`config.mk`:
```
export PLATFORM = sky130hd
export DESIGN_NAME = sdpram_bist
export DESIGN_NICKNAME = d
export VERILOG_FILES = /design/src/rtl/sdpram_bist.sv
export SDC_FILE = /design/constraint.sdc
export NUM_CORES = 1
export LEC_CHECK = 0
export CORE_MARGIN = 5
export CORE_UTILIZATION = 51
export DETAILED_ROUTE_END_ITERATION = 6
export PLACE_DENSITY = 0.86
export SLEW_MARGIN = 30
export SYNTH_ARGS = -nofsm -noshare
export SYNTH_HDL_FRONTEND = slang
export SYNTH_SLANG_ARGS = --single-unit
```
`constraint.sdc`:
```
create_clock -name clk -period 2.7 [get_ports clk]
set_input_delay 0.405 -clock clk [delete_from_list [all_inputs] [get_ports clk]]
set_output_delay 0.405 -clock clk [all_outputs]
set_load 0.05 [all_outputs]
```
`src/rtl/sdpram_bist.sv`:
```
// sdpram_bist: built-in self test for a simple dual-port RAM.
// Writes a pattern over the full depth, reads it back and counts mismatches.
module sdpram_bist #(
    parameter int ADDR_WIDTH    = 12,
    parameter int DATA_WIDTH    = 8,
    parameter int RD_LATENCY    = 1,
    parameter int ERR_CNT_WIDTH = 3
) (
    input  logic                     clk,
    input  logic                     rst,
    input  logic                     start,
    input  logic [1:0]               mode,
    output logic                     busy,
    output logic                     done,
    output logic                     pass,
    output logic [ERR_CNT_WIDTH-1:0] err_cnt,
    output logic [ADDR_WIDTH-1:0]    first_err_addr,
    output logic                     mem_wr_en,
    output logic [ADDR_WIDTH-1:0]    mem_wr_addr,
    output logic [DATA_WIDTH-1:0]    mem_wr_data,
    output logic                     mem_rd_en,
    output logic [ADDR_WIDTH-1:0]    mem_rd_addr,
    input  logic [DATA_WIDTH-1:0]    mem_rd_data
);

    localparam int DEPTH = 1 << ADDR_WIDTH;
    localparam int LI    = RD_LATENCY - 1;
    localparam logic [ADDR_WIDTH:0] LAST    = (ADDR_WIDTH+1)'(DEPTH - 1);
    localparam logic [ADDR_WIDTH:0] DR_LAST = (ADDR_WIDTH+1)'(RD_LATENCY - 1);
    localparam logic [ADDR_WIDTH:0] ONE     = (ADDR_WIDTH+1)'(1);
    localparam logic [ERR_CNT_WIDTH-1:0] ERR_MAX = '1;
    localparam logic [ERR_CNT_WIDTH-1:0] ERR_ONE = ERR_CNT_WIDTH'(1);

    typedef enum logic [2:0] {
        S_IDLE, S_WRITE, S_GAP, S_READ, S_DRAIN, S_DONE
    } state_t;

    state_t                  state, state_nx;
    logic [ADDR_WIDTH:0]     cnt, cnt_nx;
    logic                    clr;
    logic [1:0]              mode_q;
    logic [ADDR_WIDTH-1:0]   addr;
    logic [DATA_WIDTH-1:0]   pat_cur;
    logic [RD_LATENCY-1:0]   vld;
    logic [DATA_WIDTH-1:0]   exp_q [RD_LATENCY];
    logic [ADDR_WIDTH-1:0]   adr_q [RD_LATENCY];
    logic                    mism;

    function automatic logic [DATA_WIDTH-1:0] pat(
        input logic [1:0]            m,
        input logic [ADDR_WIDTH-1:0] a
    );
        logic [DATA_WIDTH+ADDR_WIDTH-1:0] ext;
        logic [DATA_WIDTH-1:0]            alt;
        ext = {{DATA_WIDTH{1'b0}}, a};
        for (int i = 0; i < DATA_WIDTH; i++) alt[i] = (i % 2 == 0);
        if (a[0]) alt = ~alt;
        unique case (m)
            2'd0:    pat = ~ext[DATA_WIDTH-1:0];
            2'd1:    pat = ext[DATA_WIDTH-1:0];
            2'd2:    pat = alt;
            default: pat = ~alt;
        endcase
    endfunction

    assign addr    = cnt[ADDR_WIDTH-1:0];
    assign pat_cur = pat(mode_q, addr);

    // state, shared address/drain counter and latched mode
    always_ff @(posedge clk or posedge rst) begin
        if (rst) begin
            state  <= S_IDLE;
            cnt    <= '0;
            mode_q <= 2'd0;
        end else begin
            state <= state_nx;
            cnt   <= cnt_nx;
            if (clr) mode_q <= mode;
        end
    end

    // sequencing: write sweep, one idle gap, read sweep, pipeline drain
    always_comb begin
        state_nx = state;
        cnt_nx   = cnt;
        clr      = 1'b0;
        unique case (state)
            S_IDLE, S_DONE: begin
                if (start) begin
                    state_nx = S_WRITE;
                    cnt_nx   = '0;
                    clr      = 1'b1;
                end
            end
            S_WRITE: begin
                if (cnt == LAST) begin
                    state_nx = S_GAP;
                    cnt_nx   = '0;
                end else begin
                    cnt_nx = cnt + ONE;
                end
            end
            S_GAP: state_nx = S_READ;
            S_READ: begin
                if (cnt == LAST) begin
                    state_nx = S_DRAIN;
                    cnt_nx   = '0;
                end else begin
                    cnt_nx = cnt + ONE;
                end
            end
            S_DRAIN: begin
                if (cnt == DR_LAST) begin
                    state_nx = S_DONE;
                    cnt_nx   = '0;
                end else begin
                    cnt_nx = cnt + ONE;
                end
            end
            default: state_nx = S_IDLE;
        endcase
    end

    assign busy        = (state == S_WRITE) || (state == S_GAP) ||
                         (state == S_READ)  || (state == S_DRAIN);
    assign done        = (state == S_DONE);
    assign pass        = done && (err_cnt == '0);
    assign mem_wr_en   = (state == S_WRITE);
    assign mem_wr_addr = mem_wr_en ? addr : '0;
    assign mem_wr_data = mem_wr_en ? pat_cur : '0;
    assign mem_rd_en   = (state == S_READ);
    assign mem_rd_addr = mem_rd_en ? addr : '0;

    // first stage of the expected-data pipeline, launched with each read
    always_ff @(posedge clk or posedge rst) begin
        if (rst) begin
            vld[0]   <= 1'b0;
            exp_q[0] <= '0;
            adr_q[0] <= '0;
        end else begin
            vld[0]   <= mem_rd_en;
            exp_q[0] <= pat_cur;
            adr_q[0] <= addr;
        end
    end

    generate
        if (RD_LATENCY == 2) begin : g_lat2
            // extra stage matching a registered memory output
            always_ff @(posedge clk or posedge rst) begin
                if (rst) begin
                    vld[1]   <= 1'b0;
                    exp_q[1] <= '0;
                    adr_q[1] <= '0;
                end else begin
                    vld[1]   <= vld[0];
                    exp_q[1] <= exp_q[0];
                    adr_q[1] <= adr_q[0];
                end
            end
        end
    endgenerate

    assign mism = vld[LI] && (mem_rd_data != exp_q[LI]);

    // saturating error count and sticky first failing address
    always_ff @(posedge clk or posedge rst) begin
        if (rst) begin
            err_cnt        <= '0;
            first_err_addr <= '0;
        end else if (clr) begin
            err_cnt        <= '0;
            first_err_addr <= '0;
        end else if (mism) begin
            if (err_cnt != ERR_MAX) err_cnt <= err_cnt + ERR_ONE;
            if (err_cnt == '0) first_err_addr <= adr_q[LI];
        end
    end

endmodule

```
==> results of run 1 <==
[through the flow]
stage | setup slack, ns | hold WS [ns]
2_1_floorplan | 0.0664 | 0.375
3_5_place_dp | 0.541 | 0.453
3_3_place_gp | 0.614 | 0.456
6_report | 0.228 | 0.390
4_1_cts | 0.198 | 0.406
5_1_grt | 0.0366 | 0.438
[state kept, by name (all words and copies together) (netlist names)]
signal and cells:
cnt 13, adr_q 12, first_err_addr 12, exp_q 8
err_cnt 3, state 3, mode_q 2, vld 1
[layout by cell type, fill, tap and decap left out, types with 2 or more instances in the layout]
master / Yosys / routed
xor2_1: 11 / 11
and3_1: 2 / 2
mux2i_1: 18 / 18
nor3_1: 16 / 16
a21o_1: 2 / 2
o31a_1: 2 / 2
o221ai_1: 5 / 5
and4_1: 3 / 3
xnor2_1: 8 / 8
a21oi_1: 5 / 5
buf_4: 1 / 20
nor2_1: 17 / 17
o22ai_1: 7 / 7
nand2_1: 34 / 34
buf_12: 0 / 21
and2_1: 8 / 8
nand3_1: 5 / 5
mux2_2: 2 / 2
dfrtp_1: 54 / 54
nor4_2: 4 / 4
clkbuf_8: 0 / 5
nor2b_1: 2 / 2
nor4_1: 4 / 4
o21ai_0: 15 / 15
clkdlybuf4s50_1: 0 / 29
nand2b_1: 5 / 5
ha_1: 5 / 5
nand4_1: 2 / 2
inv_1: 20 / 19
[layout make-up]
type	count	area share (%)
flip-flops and latches	54	35.5
multi-input cells	192	34.4
repair buffers	70	22.6
well taps	72	2.37
inverters	21	2.07
clock buffers	5	1.81
clock inverters	3	1.25
[report_power, final]
group	switching [mW]	internal, mW
clock	0.278	0.281
combinational	1.07	0.844
sequential	0.223	1.00
total	1.57	2.13
[cells by family (layout without fill, tap and decap cells)]
family,after synthesis,count (layout)
compound gates,42,42
xor+xnor,19,19
fa+ha+maj,5,5
buf+inv,35,99
flops,54,54
mux,20,20
simple gates,106,106
[per-layer routing]
| metal | vias to the layer above | part of all wire, % |
|---|---|---|
| met4 | 0 | 2.3 |
| met5 | - | 0 |
| met2 | 103 | 51 |
| li1 | 1091 | - |
| met3 | 21 | 6.4 |
| met1 | 1128 | 40 |
[synth_stat cells (3+ instances only)]
cell	n	area, um^2
xor2_1	11	96.3
dfrtp_1	54	1350
clkbuf_1	5	18.8
nor2_1	17	63.8
and4_1	3	26.3
o221ai_1	5	43.8
nand3_1	5	25.0
nand2_1	34	128
buf_2	5	25.0
o22ai_1	7	43.8
nor4_1	4	25.0
nor3_1	16	80.1
nor4_2	4	50.1
xnor2_1	8	70.1
inv_1	20	75.1
o21ai_0	15	75.1
a21oi_1	5	25.0
ha_1	5	62.6
mux2i_1	18	180
nand2b_1	5	31.3
and2_1	8	50.1
[critical path, delay by kind of cell, from the launching register on]
family                 cells  cell delay [ns]
AND/OR/NAND/NOR            3             0.72
buffers and inverters      2             0.46
flip-flops                 1             0.58
[worst paths after layout]
path / startpoint / to / slack (ns)
worst max-delay path: state[0] / mem_wr_data[5] / 0.23
worst min-delay path: rst / first_err_addr[10] / 0.39
worst max register to register: cnt[0] / cnt[5] / 0.48
worst min register to register: cnt[1] / adr_q[1] / 0.49
max in group asynchronous: rst / adr_q[0] / 1.71
min in group clk: cnt[1] / adr_q[1] / 0.49
==> impl_results.md, run 1 <==
* Status: finished clean
* Row count at 27
* Layout area overhead at 35.5%
* Final #Nets at 362
* PortBufs at 64
* Final Max Slew Viols at 0
* Post-synth EDFFs at 0
* CTS resizes at 0
* Final Core Density at 70.0%
* GR Util met3 at 4.42%
* Syn Nets at 299
* Pwr per Cell Area at 971 nW/um^2
* Total power at 3.70 mW
* Avg WL per Cell at 16.7 um
* Multi-input gate area at 1310 um^2
* GR met1 Demand/Resource at 26.2%
* Most frequent CP cell: nand2b_1
* Logic depth of the worst register-to-register path at 6
* Synth Area in Adders at 2.23%
* CP Max Fanout at 13
* Seq/Total Area, Yosys at 48.1%
* Syn Std Cell Area at 2810 um^2
* Compound-Gate Fraction of Synth Area at 11.2%
* Starting density of the core at 51.6%
* Ys async rst share at 100%
* Share of cells above drive strength 1 at 17.7%
* Initial antenna violation count at 0
* Synthesized area per cell at 10.0 um^2
* Crit-path cells: nand2b_1 -> nand2b_1 -> inv_1 -> and2_1 -> buf_12
* DRT iter0 DRCs at 166
* Total Routing Usage GR at 20.9%
* Worst Path Arrival at 2.07 ns
* Number of global-route vias before repair at 2460
* DP Area at 3690 um^2
* Main combinational cell family by area after synthesis: simple AND/OR/NAND/NOR gates
* Antenna Nets Post-Route at 0
* Max Cap Violations at 0
* Clk sinks at 54
* CP Class: reg2out
* Class of the most critical hold timing path: in2async
* YS warnings at 0
* Max VDD drop at 0.594 mV
* Largest net degree at the start of global routing at 22
* Gr busiest metal: met2
* XOR/XNOR Fraction of Synth Area at 5.92%
* Setup Fix Bufs, Post-CTS at 0
* DRC at 0
* Die ar. at 7090 um^2
* Worst Tran Pin Value at 0.608 ns
* Dominant synthesized flop cell: dfrtp_1
* FMAX at 405 MHz
* CP max stage delay at 0.58 ns
* Total grt overflow at 0
* Setup violators final at 0
* Crit path required time at 2.30 ns
* Critical path capture point type: output port
* Period utilization at 91.6%
* Root buf cell: clkbuf_8
* Worst path slowest cell: dfrtp_1
* DR pass1 iterations at 4
* Leak at 1.63 nW
* Chip Height at 84.2 um
* Placed cell count at 409
* Multiplexer share of the synthesized area at 7.22%
* Post-layout min period at 2.47 ns
* Register Area at 1350 um^2
* CTS clk-pin slew, worst paths at 0.10 ns
* Synth Area in Simple Gates at 20.0%
* Post-Layout Inst Area at 3800 um^2
* Placeable Area at 5440 um^2
* Vias per cell at 5.62
* Total CTS buffers at 5
* Ant. Diodes at 0
* First-pass GRT wire length at 12100 um
* Deepest clock path buffer count at 2
* # H-tree levels at 2
* DPL Wire Length at 5230 um
* Setup TNS at 0 ns
* Non-Filler Instances at 417
* Synth unique cells at 42
* Ports at 65
* Routability cong. at 0.867
* Die Wd at 84.2 um
* Routed wire length at 6960 um
* Post-synthesis cell count at 281
* Via count at 2343
* Unrepaired setup endpoints after global routing: false
* Worst slew margin at 59.5%
* Post-CTS Hold Buffers at 0
* Met2 Use GR at 36.1%
* Clk_skew at 0.00982 ns
* Final hold viol count at 0
* Register bit count reported by yosys at 54
* # fillers at 390
* CTS tree: yes
* Clk Latency, worst-skew pair at 0.32 ns
* Setup crit start kind: flop
(Power assumes the default switching activity.)
==> inputs of run 2 (changes only) <==
==> constraint.sdc (replaced) <==
create_clock -name clk -period 2.7 [get_ports clk]
set_input_delay 0.675 -clock clk [delete_from_list [all_inputs] [get_ports clk]]
set_output_delay 0.675 -clock clk [all_outputs]
set_load 0.05 [all_outputs]
==> impl_results.md, run 2 (synthesis gave the netlist of run 1 again) <==
* Status: finished clean
* Worst Path Arrival at 1.89 ns
* DRT met1 WL at 2770 um
* Unrepaired setup endpoints after global routing: false
* Class of the most critical hold timing path: reg2reg
* Commonest non-fill, non-tap cells in the layout: dfrtp_1 (54), nand2_1 (34), buf_12 (34)
* Biggest registers after layout: cnt x13, adr_q x12, first_err_addr x12
* Non-Filler Instances at 420
* Largest net degree at the start of global routing at 32
* Routability cong. at 0.938
* CP Class: reg2out
* Total CTS buffers at 5
* Via count at 2354
* Largest register FFs at 13
* Met3 routed WL at 499 um
* Number of global-route vias before repair at 2396
* Period utilization at 94.9%
* Routed wire length at 6990 um
* Commonest non-fill, non-tap cell in the layout: dfrtp_1
* CTS clk-pin slew, worst paths at 0.10 ns
* First-pass GRT wire length at 11800 um
* Clk Latency, worst-skew pair at 0.31 ns
* CTS resizes at 0
* Worst Hold Path EP: adr_q[1]
* Worst slew margin at 60.3%
* Leak at 1.68 nW
* Chip Height at 84.2 um
* Final Max Slew Viols at 0
* Starting density of the core at 51.6%
* Max VDD drop at 0.573 mV
* DRC at 0
* Max Cap Violations at 0
* Final Core Density at 73.0%
* Post-layout min period at 2.56 ns
* Die Wd at 84.2 um
* # fillers at 371
* DR WL met2 at 3610 um
* Layout area overhead at 41.3%
* PortBufs at 64
* Share of cells above drive strength 1 at 19.3%
* Ports at 65
* Most flops, register: cnt
* DRT iter0 DRCs at 147
* Worst flop-to-flop path endpoint: cnt[7]
* Row count at 27
* Hold Path Depth at 0
* Ant. Diodes at 0
* Pwr per Cell Area at 910 nW/um^2
* Placeable Area at 5440 um^2
* Final hold viol count at 0
* # H-tree levels at 2
* Post-CTS Hold Buffers at 0
* RR Startpoint: cnt[0]
* Avg WL per Cell at 16.7 um
* Total grt overflow at 0
* DPL Wire Length at 5330 um
* Deepest clock path buffer count at 2
* Total power at 3.61 mW
* DR pass1 iterations at 4
* Hold Crit Start: cnt[1]
* Antenna Nets Post-Route at 0
* FMAX at 390 MHz
* Clk sinks at 54
* Total Routing Usage GR at 20.6%
* Root buf cell: clkbuf_8
* CP Max Fanout at 7
* Worst Tran Pin Value at 0.595 ns
* Logic depth of the worst register-to-register path at 6
* Die ar. at 7090 um^2
* Initial antenna violation count at 0
* Setup TNS at 0 ns
* Final #Nets at 365
* Placed cell count at 412
* R2R Setup Slk at 0.51 ns
* CTS tree: yes
* Top layer in use: met4
* Setup violators final at 0
* Clk_skew at 0.00753 ns
* Vias per cell at 5.60
* Setup crit start kind: flop
* Setup Fix Bufs, Post-CTS at 0
* Critical path capture point type: output port
* Crit path required time at 2.03 ns
* Min Hold Slack at 0.496 ns
## run 2: worst max path at each step
stage | startpoint | slack (ns) | to
CTS | cnt[7] | 0.16 | mem_wr_data[7]
global placement | mem_rd_data[5] | 0.38 | first_err_addr[10]
floorplan | state[2] | 0.07 | mem_rd_addr[10]
global route | cnt[7] | 0.06 | mem_wr_data[7]
finish | cnt[7] | 0.14 | mem_wr_data[7]
detailed placement | mem_rd_data[4] | 0.21 | first_err_addr[9]
## run 2: metal layers
metal,vias up,GRT usage [%]
li1,1101,-
met1,1149,25.6
met2,94,35.3
met3,10,5.00
met4,0,6.58
met5,-,0
## run 2: area by class of cell
cell class / count / area, um^2 / share of cell area, %
Clock buffer: 5 / 68.8 / 1.73
Clock inverter: 3 / 26.3 / 0.662
Inverter: 21 / 78.8 / 1.99
Multi-Input combinational cell: 192 / 1310 / 33.1
Sequential cell: 54 / 1350 / 34.0
Tap cell: 72 / 90.1 / 2.27
Timing Repair Buffer: 73 / 1040 / 26.2
## run 2: where the power goes
part	switching, mW	internal (mW)	total (mW)	leakage, nW
Sequential	0.220	1.00	1.22	0.698
Clock	0.278	0.191	0.469	0.0491
Combinational	1.08	0.844	1.92	0.934
## run 2: critical path, cell delays in order (launching register included)
cell and delay [ns]:
dfrtp_1 0.49, inv_1 0.20, o21ai_0 0.34, xnor2_1 0.19
and2_1 0.21, buf_12 0.15
## run 2: metrics by stage
| stage | setup WS, ns | instance area [um^2] |
|---|---|---|
| 2_1_floorplan | 0.0657 | 2810 |
| 3_3_place_gp | 0.381 | 3870 |
| 3_5_place_dp | 0.206 | 3870 |
| 4_1_cts | 0.163 | 3970 |
| 5_1_grt | 0.0554 | 3970 |
| 6_report | 0.139 | 3970 |
==> patch (settings of run 2) <==
Set the parameter `ERR_CNT_WIDTH` to 4 (it was 3).
--- a/src/rtl/sdpram_bist.sv
+++ b/src/rtl/sdpram_bist.sv
@@ -6,3 +6,3 @@
     parameter int RD_LATENCY    = 1,
-    parameter int ERR_CNT_WIDTH = 3
+    parameter int ERR_CNT_WIDTH = 4
 ) (
Interface: changed (resized err_cnt); port bits go from 65 to 66. The function was not compared with the original's and may differ.
==> patch against run 2 <==
Wire length grew 3.5%. Register-to-register slack worse by 0.02 ns. Largest power group unchanged. Total power grew 3.3%. Synthesized cell count shrank 4.3%. Via count down 0.89%. Cell count is 3.3% lower. Global-route usage increased by 1.2 points. Setup slack better by 0.0050 ns. Critical path type unchanged. Utilization increased by 3.3 points. Sequential cell count grew 1. Cell area down 0.60%. Worst hold slack improved by 0.016 ns. Area after synthesis fell by 1.8%.
==> patch: results (changes against run 2) <==
| Metric | Value |
|---|---|
| Post-cts resize count | `1 (was 0)` |
| Num CTS Buffers | `5 (unchanged)` |
| Fraction of layout cells with a size suffix above 1 | `0.1964 (was 0.1925)` |
| Fill count | `320 (was 371)` |
| Post-synthesis compound-gate area fraction | `0.1016 (was 0.1118)` |
| Pin count of the biggest net entering global routing | `56 (was 32)` |
| Xor and xnor area share after synthesis | `0.06667 (was 0.05924)` |
| Post-Synth Adder-Cell Area | `0.01814 (was 0.02227)` |
| Status | `completed (unchanged)` |
| First-pass GRT wire length | `12220 um (was 11770 um)` |
| GR Util met1 | `0.2731 (was 0.2562)` |
| Gr usage total | `0.2176 (was 0.2060)` |
| Inst Count DP | `398 (was 412)` |
| Relative slew margins | `0.4226 (was 0.6030)` |
| Top cell family by delay on the critical path | `simple AND/OR/NAND/NOR gates (was flip-flops)` |
| Worst slack, placed | `0.2071 ns (was 0.2060 ns)` |
| Static Leak | `1.882 nW (was 1.681 nW)` |
| Sw frac | `0.4306 (was 0.4356)` |
| Part of the power in registers | `0.341 (was 0.338)` |
| Gate Count Post-Synth | `269 (was 281)` |
| Post-Syn Nets | `286 (was 299)` |
| Post-synthesis mux area share | `0.06621 (was 0.07216)` |
| Critical path fanouts, max | `15 (was 7)` |
| Post-synth cell types | `44 (was 42)` |
| DPL Wire Length | `5308 um (was 5327 um)` |
| Clock Power Share | `0.123 (was 0.130)` |
| Layout Nets | `352 (was 365)` |
| Global Route met3 Usage | `0.05035 (was 0.05005)` |
| Sequential-to-total area share from yosys stat | `0.4989 (was 0.4811)` |
| 1st-iter DRT viols | `189 (was 147)` |
| Slowest stage delay, CP | `0.47 ns (was 0.49 ns)` |
| WL met2 | `3684 um (was 3610 um)` |
| Area after DPL | `0.003846 mm2 (was 0.003874 mm2)` |
| Peak VDD IR | `0.6340 mV (was 0.5731 mV)` |
| Max Used Layer | `met4 (unchanged)` |
| Clock Skew | `0.006006 ns (was 0.007530 ns)` |
| Global Route met2 Usage | `0.3717 (was 0.3529)` |
| Synth area leaders | `dfrtp_1 50%, mux2i_1 5.8%, xnor2_1 5.1% (was dfrtp_1 48%, mux2i_1 6.4%, nand2_1 4.5%)` |
| Port buffer count | `65 (was 64)` |
| Routed len/inst | `17.82 um (was 16.65 um)` |
| Routability cong. | `0.8077 (was 0.9384)` |
patch: final timing paths:
path                       cells past startpoint  startpoint  slack (ns)                  to
min in group asynchronous                      3         rst        0.72            adr_q[2]
min reg2reg                                    2   adr_q[11]        0.51  first_err_addr[11]
min                                            2   adr_q[11]        0.51  first_err_addr[11]
max in group asynchronous                      3         rst        1.75           mode_q[1]
max reg2reg                                    7      cnt[0]        0.49              cnt[9]
max                                            5    state[2]        0.14      mem_wr_data[2]
patch: cell type report:
| class | count | area, um2 | area share |
|---|---|---|---|
| timing repair buffer | 74 | 1076 | 0.2728 |
| sequential | 55 | 1376 | 0.3489 |
| inverter | 11 | 43.79 | 0.01110 |
| multi-input combinational | 188 | 1267 | 0.3213 |
| clock buffer | 5 | 68.82 | 0.01744 |
| clock inverter | 3 | 25.02 | 0.006343 |
| tap | 70 | 87.58 | 0.02220 |
